**src/rtl/etapa_fetch.sv**
```systemverilog
`timescale 1ns/1ps
// etapa_fetch: instruction-fetch stage plus IF/ID pipeline register.
// Keeps the fetch PC and issues one word read at a time over a req/ack/rvalid
// handshake. It registers each returned word with its PC for decode. A one-entry
// skid buffer absorbs decode stalls. EX redirects discard any in-flight fetch.
module etapa_fetch #(
  parameter logic [31:0] RESET_PC = 32'h0000_0000,
  parameter logic [31:0] NOP      = 32'h0000_0013
) (
  input  logic        clk,
  input  logic        rst,
  output logic        imem_req,
  output logic [31:0] imem_addr,
  input  logic        imem_ack,
  input  logic        imem_rvalid,
  input  logic [31:0] imem_rdata,
  input  logic        stall_id,
  input  logic        redirect,
  input  logic [31:0] redirect_pc,
  output logic [31:0] instruccion_id,
  output logic [31:0] pc_id,
  output logic        valid_id
);

  // REQ: request on the bus; WAIT: one request outstanding; FULL: skid occupied
  typedef enum logic [1:0] {
    S_REQ  = 2'd0,
    S_WAIT = 2'd1,
    S_FULL = 2'd2
  } state_t;

  localparam logic [31:0] RESET_PC_ALIGNED = RESET_PC & 32'hFFFF_FFFC;

  state_t      r_state, w_state_next;
  logic [31:0] r_fetch_pc, w_fetch_pc_next;
  logic [31:0] r_inflight_pc, w_inflight_pc_next;
  logic        r_kill, w_kill_next;
  logic [31:0] r_skid_instr, w_skid_instr_next;
  logic [31:0] r_skid_pc, w_skid_pc_next;
  logic [31:0] r_instr_id, w_instr_id_next;
  logic [31:0] r_pc_id, w_pc_id_next;
  logic        r_valid_id, w_valid_id_next;

  logic [31:0] w_redirect_target;
  logic        w_if_free;

  // Low address bits of the target are dropped so every fetch is word aligned
  assign w_redirect_target = redirect_pc & 32'hFFFF_FFFC;
  // IF/ID can take a new word when it is empty or being consumed this cycle
  assign w_if_free         = !r_valid_id || !stall_id;

  assign imem_req       = (r_state == S_REQ) && !rst;
  assign imem_addr      = r_fetch_pc;
  assign instruccion_id = r_instr_id;
  assign pc_id          = r_pc_id;
  assign valid_id       = r_valid_id;

  // Next-state and datapath update; redirect overrides everything including stall
  always_comb begin
    w_state_next       = r_state;
    w_fetch_pc_next    = r_fetch_pc;
    w_inflight_pc_next = r_inflight_pc;
    w_kill_next        = r_kill;
    w_skid_instr_next  = r_skid_instr;
    w_skid_pc_next     = r_skid_pc;
    w_instr_id_next    = r_instr_id;
    w_pc_id_next       = r_pc_id;
    w_valid_id_next    = r_valid_id;

    if (redirect) begin
      w_fetch_pc_next = w_redirect_target;
      w_valid_id_next = 1'b0;
      w_instr_id_next = NOP;
      case (r_state)
        S_REQ: begin
          // An accepted request must still be drained, so mark it dead
          if (imem_ack) begin
            w_state_next = S_WAIT;
            w_kill_next  = 1'b1;
          end else begin
            w_state_next = S_REQ;
          end
        end
        S_WAIT: begin
          if (imem_rvalid) begin
            w_state_next = S_REQ;
            w_kill_next  = 1'b0;
          end else begin
            w_state_next = S_WAIT;
            w_kill_next  = 1'b1;
          end
        end
        default: begin
          // Leaving FULL empties the skid buffer
          w_state_next = S_REQ;
        end
      endcase
    end else begin
      // Decode consumed the current entry and nothing replaces it
      if (!stall_id) begin
        w_valid_id_next = 1'b0;
      end
      case (r_state)
        S_REQ: begin
          if (imem_ack) begin
            w_inflight_pc_next = r_fetch_pc;
            w_fetch_pc_next    = r_fetch_pc + 32'd4;
            w_state_next       = S_WAIT;
          end
        end
        S_WAIT: begin
          if (imem_rvalid) begin
            if (r_kill) begin
              w_kill_next  = 1'b0;
              w_state_next = S_REQ;
            end else if (w_if_free) begin
              w_instr_id_next = imem_rdata;
              w_pc_id_next    = r_inflight_pc;
              w_valid_id_next = 1'b1;
              w_state_next    = S_REQ;
            end else begin
              w_skid_instr_next = imem_rdata;
              w_skid_pc_next    = r_inflight_pc;
              w_state_next      = S_FULL;
            end
          end
        end
        S_FULL: begin
          if (!stall_id) begin
            w_instr_id_next = r_skid_instr;
            w_pc_id_next    = r_skid_pc;
            w_valid_id_next = 1'b1;
            w_state_next    = S_REQ;
          end
        end
        default: begin
          w_state_next = S_REQ;
        end
      endcase
    end
  end

  // FSM state and fetch control registers
  always_ff @(posedge clk) begin
    if (rst) begin
      r_state       <= S_REQ;
      r_fetch_pc    <= RESET_PC_ALIGNED;
      r_inflight_pc <= 32'd0;
      r_kill        <= 1'b0;
    end else begin
      r_state       <= w_state_next;
      r_fetch_pc    <= w_fetch_pc_next;
      r_inflight_pc <= w_inflight_pc_next;
      r_kill        <= w_kill_next;
    end
  end

  // Skid buffer and IF/ID pipeline register
  always_ff @(posedge clk) begin
    if (rst) begin
      r_skid_instr <= 32'd0;
      r_skid_pc    <= 32'd0;
      r_instr_id   <= NOP;
      r_pc_id      <= 32'd0;
      r_valid_id   <= 1'b0;
    end else begin
      r_skid_instr <= w_skid_instr_next;
      r_skid_pc    <= w_skid_pc_next;
      r_instr_id   <= w_instr_id_next;
      r_pc_id      <= w_pc_id_next;
      r_valid_id   <= w_valid_id_next;
    end
  end

endmodule

```
**config.mk**
```make
export PLATFORM = sky130hd
export DESIGN_NAME = etapa_fetch
export DESIGN_NICKNAME = d
export VERILOG_FILES = /design/src/rtl/etapa_fetch.sv
export SDC_FILE = /design/constraint.sdc
export NUM_CORES = 1
export LEC_CHECK = 0
export ABC_CLOCK_PERIOD_IN_PS = 3600
export CORE_ASPECT_RATIO = 1.25
export CORE_MARGIN = 5
export CORE_UTILIZATION = 55
export CTS_CLUSTER_SIZE = 16
export DETAILED_ROUTE_END_ITERATION = 12
export GPL_TIMING_DRIVEN = 1
export PLACE_DENSITY = 0.91
export SLEW_MARGIN = 20
export SYNTH_ARGS = -nofsm -noshare
export SYNTH_HDL_FRONTEND = slang
export SYNTH_SLANG_ARGS = --single-unit
```
**constraint.sdc**
```tcl
create_clock -name clk -period 3.6 [get_ports clk]
set_input_delay 0.54 -clock clk [delete_from_list [all_inputs] [get_ports clk]]
set_output_delay 0.54 -clock clk [all_outputs]
set_load 0.005 [all_outputs]
```
==> impl_metrics.json, run 1 <==
{
  "status": "finished, final reports clean",
  "critPathSlowestCell": "clkdlybuf4s50_1",
  "cts_setup_buffers": 0,
  "ys_seq_area_share_pct": 46.6,
  "ios": 168,
  "ys_ff_latch": 188,
  "critPathMaxFanout": 9,
  "async_reset_ff_share_pct": 0,
  "worstSetupPathType": "flop to output pin",
  "grt_pass1_wl_mm": 34.6,
  "synth_cells": 970,
  "vias": 7493,
  "num_rows": 49,
  "drtAntennaViolNets": 0,
  "gr-total-overflow": 0,
  "hp-class": "flop to flop",
  "grt_antenna_before_repair": 0,
  "reg2reg_slack_ns": 1.13,
  "fp.dieArea_mm2": 0.0172,
  "clk_pin_slew_ns": 0.06,
  "required_ns": 3.06,
  "crit_chain": "inv_1, ha_1, inv_1, nor2_1, clkdlybuf4s50_1",
  "yosysTopAreaCell": "dfxtp_1",
  "grtUsageTotal_pct": 23.6,
  "arrival_ns": 1.94,
  "fin_setup_tns_ns": 0,
  "finalHoldViolCount": 0,
  "gp_congestion": 0.866,
  "cp_num_buf_inv": 3,
  "path_delay_family": "buffers and inverters",
  "r2r.worst_path.cells": 7,
  "setup_viol": 0,
  "drc": 0,
  "fin_crit_ns": 2.48,
  "ys_warn_count": 0,
  "max_stage_delay_ns": 0.51,
  "clkLatencyLatePin_ns": 0.42,
  "htreeDepth": 4,
  "dpl.cell_count": 1241,
  "ys_types": 53,
  "areaGrowthSynthToFinish_pct": 28.3,
  "synth.top_cell.area_share_pct": 46.6,
  "crit_path_frequent_cell": "inv_1",
  "holdWs_ns": 0.452,
  "cts_resized": 0,
  "layout.cells.most_common": "nand2_1",
  "layout_common_cells": "209 x nand2_1, 188 x dfxtp_1, 160 x clkdlybuf4s50_1, 128 x a21oi_1, 63 x nor2_1",
  "grt_pass1_vias": 6970,
  "crit_cells": 5,
  "fin_skew_ns": 0.00850,
  "report.final.slew_viol_count": 0,
  "cts_tree": "built",
  "cts_root_buf": "clkbuf_16",
  "drt_first_iter_violations": 649,
  "ctsHoldBuffers": 0,
  "holdPathStages": 2,
  "max_slew_margin_pct": 58.6,
  "fin_total_pwr_w": 0.00459,
  "dr.pass1.iters": 5,
  "place_hpwl_mm": 14.1,
  "synth_area_mm2": 0.00807,
  "leakagePower_nw": 3.24,
  "clock_path_buffers": 2,
  "cts_made_buffers": 17,
  "route.detailed.wl_per_inst_um": 16.5,
  "rsz0062_at_grt": "no",
  "viasPerCell": 5.89,
  "syn_avg_cell_area_um2": 8.32,
  "die-height_um": 145,
  "core-area_mm2": 0.0144,
  "worst_setup_path_start_kind": "flop",
  "synth_edf_count": 0,
  "ir_drop_v": 0.000294,
  "io_buffers": 161,
  "maxCapViolations": 0,
  "drive_gt1_share_pct": 5.58,
  "fp.dieW_um": 118,
  "stdcell_count": 1272,
  "antennaDiodeCount": 0,
  "fin_crit_sh_pct": 68.8,
  "powerDensity_mw_per_mm2": 444,
  "finalWirelength_mm": 21.0,
  "synthTopCellsByArea": "dfxtp_1 47%, nand2_1 9.7%, a21oi_1 7.9%",
  "cts.sinks": 188,
  "grt_max_degree": 122,
  "start_util_pct": 56.0,
  "synth_flop_cell": "dfxtp_1",
  "crit_path_end_kind": "output pin",
  "worstMarginPinSlew_ns": 0.616,
  "fmax_mhz": 404,
  "final_nets": 1156
}
final timing paths:
check	start	end
setup reg to reg	r_state[1]	imem_addr[17]
hold reg to reg	r_skid_instr[4]	r_skid_instr[4]
hold / removal	r_skid_instr[4]	r_skid_instr[4]
setup / recovery	r_state[1]	imem_req
power by group:
part,internal (W),switching (W),leakage [nW]
clock,0.00109,0.000789,0.279
combinational,0.000249,0.000240,1.43
sequential,0.00215,0.0000756,1.53
total,0.00349,0.00110,3.24
state kept, by name, indices dropped and copies added, names as in the netlist:
name and flops:
r_state 2, r_skid_pc 30, r_inflight_pc 30, r_kill 1
valid_id 1, instruccion_id 32, pc_id 30, imem_addr 30
r_skid_instr 32
per-stage QoR:
stage               utilization (%)  instance area [um2]  setup slack [ns]
global placement               67.7                 9760             0.892
global route                   71.9                10400             0.965
CTS                            71.9                10400              1.09
finish                         71.9                10400              1.12
floorplan                         -                 8080              1.45
detailed placement             67.7                 9760             0.830
cell usage after synthesis (all sizes together), types with 2 or more instances:
cell,count
o31ai,8
clkbuf,81
xnor2,3
a31oi,3
nor3,8
and4,7
o311a,2
or4,10
or3,3
and2,4
xor2,7
ha,4
nor4,5
o2111ai,2
nor2,64
nand4,16
a211oi,43
a311oi,43
nand2,209
buf,7
nand3,12
o22ai,2
o21ai,12
inv,13
nand2b,5
dfxtp,188
and3,5
mux2i,59
a21oi,128
area by class of cell:
cell class	count	area [um2]
repair buffers	178	1760
clock buffers	18	429
flip-flops and latches	188	3760
fillers	1054	4050
multi-input cells	684	3960
clock inverters	13	169
inverters	13	50.0
well taps	178	223
routing by layer:
metal | GRT usage [%] | vias up | routed length [um]
met5 | 0 | - | 0
met4 | 8.03 | 0 | 539
met3 | 4.94 | 38 | 1390
met2 | 38.8 | 303 | 10100
met1 | 30.8 | 3476 | 8970
li1 | - | 3676 | -
cell families (layout without fill, tap and decap cells):
kind of cell             Yosys count  after routing  share of synthesized area, %
AO/OA/AOI/OAI                    255            255                          20.2
adder cells (fa/ha/maj)            4              4                         0.620
other                              1              4                        0.0465
XOR/XNOR                          10             10                          1.09
AND/OR/NAND/NOR                  352            352                          19.1
flip-flops                       188            188                          46.6
multiplexers                      59             59                          7.32
buffers and inverters            101            222                          4.99
tightest hold or removal path: stages, from the launching register on:
cell	delay, ns
dfxtp_1	0.31
nand2_1	0.05
a21oi_1	0.05
(Power assumes the default switching activity.)
==> inputs of run 2 (changes only) <==
ABC_CLOCK_PERIOD_IN_PS = 2100   (was 3600)
CORE_UTILIZATION = 46   (was 55)
PLACE_DENSITY = 0.82   (was 0.91)
clock period = 2.1 ns   (was 3.6 ns; I/O delays follow)
==> impl_metrics.json, run 2 (synthesized netlist as in run 1, its figures left out) <==
{
  "status": "finished, final reports clean",
  "fin_total_pwr_w": 0.00823,
  "gp_congestion": 0.846,
  "gr-total-overflow": 0,
  "fp.dieW_um": 128,
  "post-route-util_pct": 64.9,
  "fill_cells": 1369,
  "grt_antenna_before_repair": 0,
  "drc": 0,
  "io_buffers": 161,
  "rsz0062_at_grt": "yes",
  "grt_pass1_vias": 7298,
  "clkLatencyLatePin_ns": 0.42,
  "crit_path_frequent_cell": "buf_6",
  "drt_first_iter_violations": 522,
  "powerDensity_mw_per_mm2": 730,
  "maxCapViolations": 0,
  "clockPowerShare_pct": 40.7,
  "crit_path_end_kind": "flop",
  "areaGrowthSynthToFinish_pct": 39.7,
  "cts_tree": "built",
  "fin_crit_ns": 2.08,
  "dr.pass1.iters": 7,
  "clock_path_buffers": 2,
  "final_nets": 1224,
  "place_hpwl_mm": 14.9,
  "ios": 168,
  "fp.dieArea_mm2": 0.0203,
  "fin_skew_ns": 0.00812,
  "fin_crit_sh_pct": 99.0,
  "viasPerCell": 5.65,
  "critPathSlowestCell": "dfxtp_2",
  "worst_setup_path_start_kind": "flop",
  "grtUsageTotal_pct": 21.3,
  "route.detailed.wl_per_inst_um": 16.7,
  "switching_share_pct": 24.3,
  "fmax_mhz": 481,
  "internal-power_w": 0.00623,
  "seq_power_share_pct": 46.0,
  "htreeDepth": 4,
  "grt_max_degree": 77,
  "path_delay_family": "compound AO/OA/AOI/OAI gates",
  "core-area_mm2": 0.0174,
  "worstSetupPathType": "flop to flop",
  "leakagePower_nw": 3.70,
  "report.final.slew_viol_count": 0,
  "required_ns": 2.42,
  "hp-class": "input port to flop",
  "start_util_pct": 46.5,
  "max_stage_delay_ns": 0.36,
  "cp_num_buf_inv": 5,
  "ir_drop_v": 0.000513,
  "antennaDiodeCount": 0,
  "fin_setup_tns_ns": 0,
  "finalHoldViolCount": 0,
  "vias": 7843,
  "crit_chain": "inv_2, buf_6, ha_4, o21a_4, o32ai_4, buf_6, buf_12, clkbuf_16, a21oi_1, a311oi_1",
  "arrival_ns": 2.40,
  "grt_pass1_wl_mm": 35.4,
  "cts_root_buf": "clkbuf_16",
  "num_rows": 54,
  "critPathMaxFanout": 7,
  "max_slew_margin_pct": 54.0,
  "cts.sinks": 188,
  "drtAntennaViolNets": 0,
  "worstMarginPinSlew_ns": 0.683,
  "clk_pin_slew_ns": 0.07,
  "holdWs_ns": 0.280,
  "setup_viol": 0,
  "drive_gt1_share_pct": 12.4,
  "cts_made_buffers": 17,
  "layout_common_cells": "208 x nand2_1, 187 x dfxtp_1, 159 x clkdlybuf4s50_1, 126 x a21oi_1, 63 x nor2_1",
  "power_frac_comb_pct": 13.3,
  "die-height_um": 158,
  "layout.cells.most_common": "nand2_1",
  "finalWirelength_mm": 23.2,
  "p_switching_w": 0.00200
}
==> run 2: cell count changes in the layout (fill, tap and decap cells not counted), sizes merged <==
cell           before  now
or4                10   11
clkdlybuf4s50     160  159
dlygate4sd2         0    1
clkbuf             18   27
inv                13   14
buf                18   79
clkinvlp            4    2
clkinv              6    5
==> run 2: worst paths after layout <==
path                   startpoint              end  slack, ns  cells past startpoint
setup / recovery       r_state[0]        pc_id[20]       0.02                     10
setup reg to reg       r_state[0]        pc_id[20]       0.02                     10
hold / removal                rst       r_state[1]       0.28                      2
hold reg to reg   r_skid_instr[4]  r_skid_instr[4]       0.45                      2
==> run 2: repair_timing <==
item	4_1_cts	5_1_grt
pin swaps	1	25
endpoints found under the setup margin	2	57
resized for setup	5	21
hold buffers	0	0
cloned	0	8
setup buffers	0	8
==> run 2: final cells by class <==
| class | count | area [um2] | area share (%) |
|---|---|---|---|
| clock buffer | 21 | 460 | 4.08 |
| multi-input combinational | 685 | 4040 | 35.8 |
| timing repair buffer | 245 | 2520 | 22.3 |
| sequential | 188 | 3760 | 33.4 |
| inverter | 13 | 50.0 | 0.444 |
| tap | 224 | 280 | 2.49 |
| clock inverter | 11 | 160 | 1.42 |
==> run 2: per-stage QoR <==
stage	cell area (um2)	worst slack, ns	instances
after floorplan	8080	0.0190	973
after global placement	10300	-0.145	1339
after detailed placement	10300	-0.132	1339
after CTS	10900	0.00963	1371
after global routing	11300	-0.0870	1387
final	11300	0.0214	1387
==> run 2: power by group through the flow <==
stage / Sequential, W / Clock (W) / Combinational (W)
after floorplan: 0.00385 / 0 / 0.000414
after global placement: 0.00385 / 0 / 0.000961
after detailed placement: 0.00386 / 0 / 0.000977
after CTS: 0.00378 / 0.00340 / 0.000988
after global routing: 0.00380 / 0.00357 / 0.00118
final: 0.00379 / 0.00335 / 0.00110
==> run 2: metal layers <==
| layer | track usage, % | share of wire, % | wire length, um | vias to the layer above |
|---|---|---|---|---|
| met4 | 7.68 | 1.9 | 452 | 0 |
| met1 | 26.6 | 41 | 9570 | 3673 |
| li1 | - | - | - | 3811 |
| met5 | 0 | 0 | 0 | - |
| met2 | 36.1 | 50 | 11600 | 321 |
| met3 | 4.56 | 7.0 | 1620 | 38 |
==> inputs of run 3 (changes only) <==
CORE_MARGIN = 8   (was 5)
PLACE_DENSITY = 0.8   (was 0.82)
==> impl_metrics.json, run 3 (synthesized netlist as in run 1, its figures left out) <==
{
  "max_stage_delay_ns": 0.35,
  "fill_cells": 1438,
  "finalWirelength_mm": 23.3,
  "clock_path_buffers": 2,
  "drt_first_iter_violations": 531,
  "fp.dieArea_mm2": 0.0221,
  "fmax_mhz": 486,
  "worstMarginPinSlew_ns": 0.962,
  "maxCapViolations": 0,
  "dr.pass1.iters": 5,
  "io_buffers": 161,
  "cp_num_buf_inv": 5,
  "fin_crit_ns": 2.06,
  "cts.sinks": 188,
  "place_hpwl_mm": 15.4,
  "internal-power_w": 0.00618,
  "ios": 168,
  "fin_crit_sh_pct": 98.0,
  "areaGrowthSynthToFinish_pct": 38.5,
  "die-height_um": 164,
  "max_slew_margin_pct": 35.9,
  "start_util_pct": 46.7,
  "switching_share_pct": 24.3,
  "leakagePower_nw": 3.68,
  "cts_root_buf": "clkbuf_16",
  "clk_pin_slew_ns": 0.07,
  "core-area_mm2": 0.0173,
  "drc": 0,
  "antennaDiodeCount": 0,
  "seq_power_share_pct": 46.3,
  "layout_common_cells": "209 x nand2_1, 187 x dfxtp_1, 159 x clkdlybuf4s50_1, 127 x a21oi_1, 64 x buf_4",
  "htreeDepth": 4,
  "cts_made_buffers": 17,
  "vias": 7708,
  "register_area_mm2": 0.00376,
  "final_nets": 1219,
  "finalInstanceArea_mm2": 0.0112,
  "grt_max_degree": 96,
  "power_frac_comb_pct": 13.0,
  "grtUsageTotal_pct": 20.0,
  "fp.dieW_um": 134,
  "placed_cell_area_mm2": 0.0103,
  "ir_drop_v": 0.000555,
  "clockPowerShare_pct": 40.6,
  "p_switching_w": 0.00198,
  "holdPathStages": 2,
  "drtAntennaViolNets": 0,
  "setup_viol": 0,
  "path_delay_family": "compound AO/OA/AOI/OAI gates",
  "crit_cells": 10,
  "num_rows": 54,
  "grt_pass1_vias": 7217,
  "gr-total-overflow": 0,
  "status": "finished, final reports clean",
  "rsz0062_at_grt": "yes",
  "cts_tree": "built",
  "r2r.worst_path.cells": 10,
  "critPathMaxFanout": 16,
  "arrival_ns": 2.39,
  "layout.cells.most_common": "nand2_1",
  "grt_pass1_wl_mm": 36.0,
  "drive_gt1_share_pct": 12.2,
  "fin_skew_ns": 0.00912,
  "critPathSlowestCell": "dfxtp_2",
  "viasPerCell": 5.58,
  "finalHoldViolCount": 0,
  "gp_congestion": 0.872,
  "report.final.slew_viol_count": 0,
  "route.detailed.wl_per_inst_um": 16.8,
  "worstSetupPathType": "flop to flop",
  "multiInputGateArea_mm2": 0.00402,
  "powerDensity_mw_per_mm2": 730,
  "grt_antenna_before_repair": 0,
  "crit_path_end_kind": "flop",
  "holdWs_ns": 0.225,
  "hp-class": "input port to flop",
  "clkLatencyLatePin_ns": 0.43,
  "required_ns": 2.43,
  "worst_setup_path_start_kind": "flop",
  "crit_chain": "inv_2, buf_4, ha_4, o21a_1, o32ai_4, buf_6, clkbuf_16, buf_16, nor2_1, a211oi_1"
}
## run 3: cell count changes in the layout (fill, tap and decap cells not counted), sizes merged
cell	change
buf	-3
bufinv	-1
dlygate4sd2	-1
dlymetal6s2s	+1
or4	-1
## run 3: final cells by class
class / count / share of cell area (%)
clock buffer: 22 / 4.42
clock inverter: 10 / 1.14
inverter: 13 / 0.448
multi-input combinational: 684 / 36.0
sequential: 188 / 33.7
tap: 224 / 2.51
timing repair buffer: 241 / 21.8
## run 3: final timing paths
kind / end / slack, ns / start
max reg2reg: instruccion_id[23] / 0.04 / r_state[0]
max: instruccion_id[23] / 0.04 / r_state[0]
min reg2reg: r_skid_instr[22] / 0.45 / r_skid_instr[22]
min: imem_addr[17] / 0.23 / rst
## run 3: worst reg2reg max path, cell delays in order (launching register included)
cell       delay, ns
dfxtp_2         0.35
inv_2           0.05
buf_4           0.13
ha_4            0.17
o21a_1          0.21
o32ai_4         0.30
buf_6           0.17
clkbuf_16       0.16
buf_16          0.14
nor2_1          0.05
a211oi_1        0.23
## run 3: power groups by stage
stage	clock network, W	logic [W]	registers (W)
6_report	0.00332	0.00106	0.00378
2_1_floorplan	0	0.000414	0.00385
4_1_cts	0.00335	0.000995	0.00378
5_1_grt	0.00350	0.00115	0.00379
3_3_place_gp	0	0.000967	0.00385
3_5_place_dp	0	0.000982	0.00386
## run 3: stage by stage
| step | worst slack [ns] | std cells | setup TNS [ns] | utilization, % | power [W] |
|---|---|---|---|---|---|
| 4_1_cts | 0.00894 | 1372 | 0 | 63.2 | 0.00812 |
| 3_3_place_gp | -0.106 | 1340 | -1.43 | 59.5 | 0.00482 |
| 5_1_grt | -0.0678 | 1382 | -0.424 | 64.6 | 0.00844 |
| 2_1_floorplan | 0.0190 | 973 | 0 | - | 0.00427 |
| 6_report | 0.0419 | 1382 | 0 | 64.6 | 0.00816 |
| 3_5_place_dp | -0.192 | 1340 | -3.91 | 59.5 | 0.00484 |
## run 3: layer usage
metal / up-vias / global-route usage [%] / wire [um]
li1: 3794 / - / -
met1: 3631 / 24.3 / 10100
met2: 262 / 34.0 / 11400
met3: 21 / 4.68 / 1450
met4: 0 / 6.70 / 292
met5: - / 0 / 0
## run 3: timing repair
item	in CTS	in global routing
endpoints found under the hold margin	0	0
pin swaps	0	18
gates cloned	0	5
setup endpoints to repair	4	109
hold buffers	0	0
gates resized for setup	3	20
buffers inserted	0	5
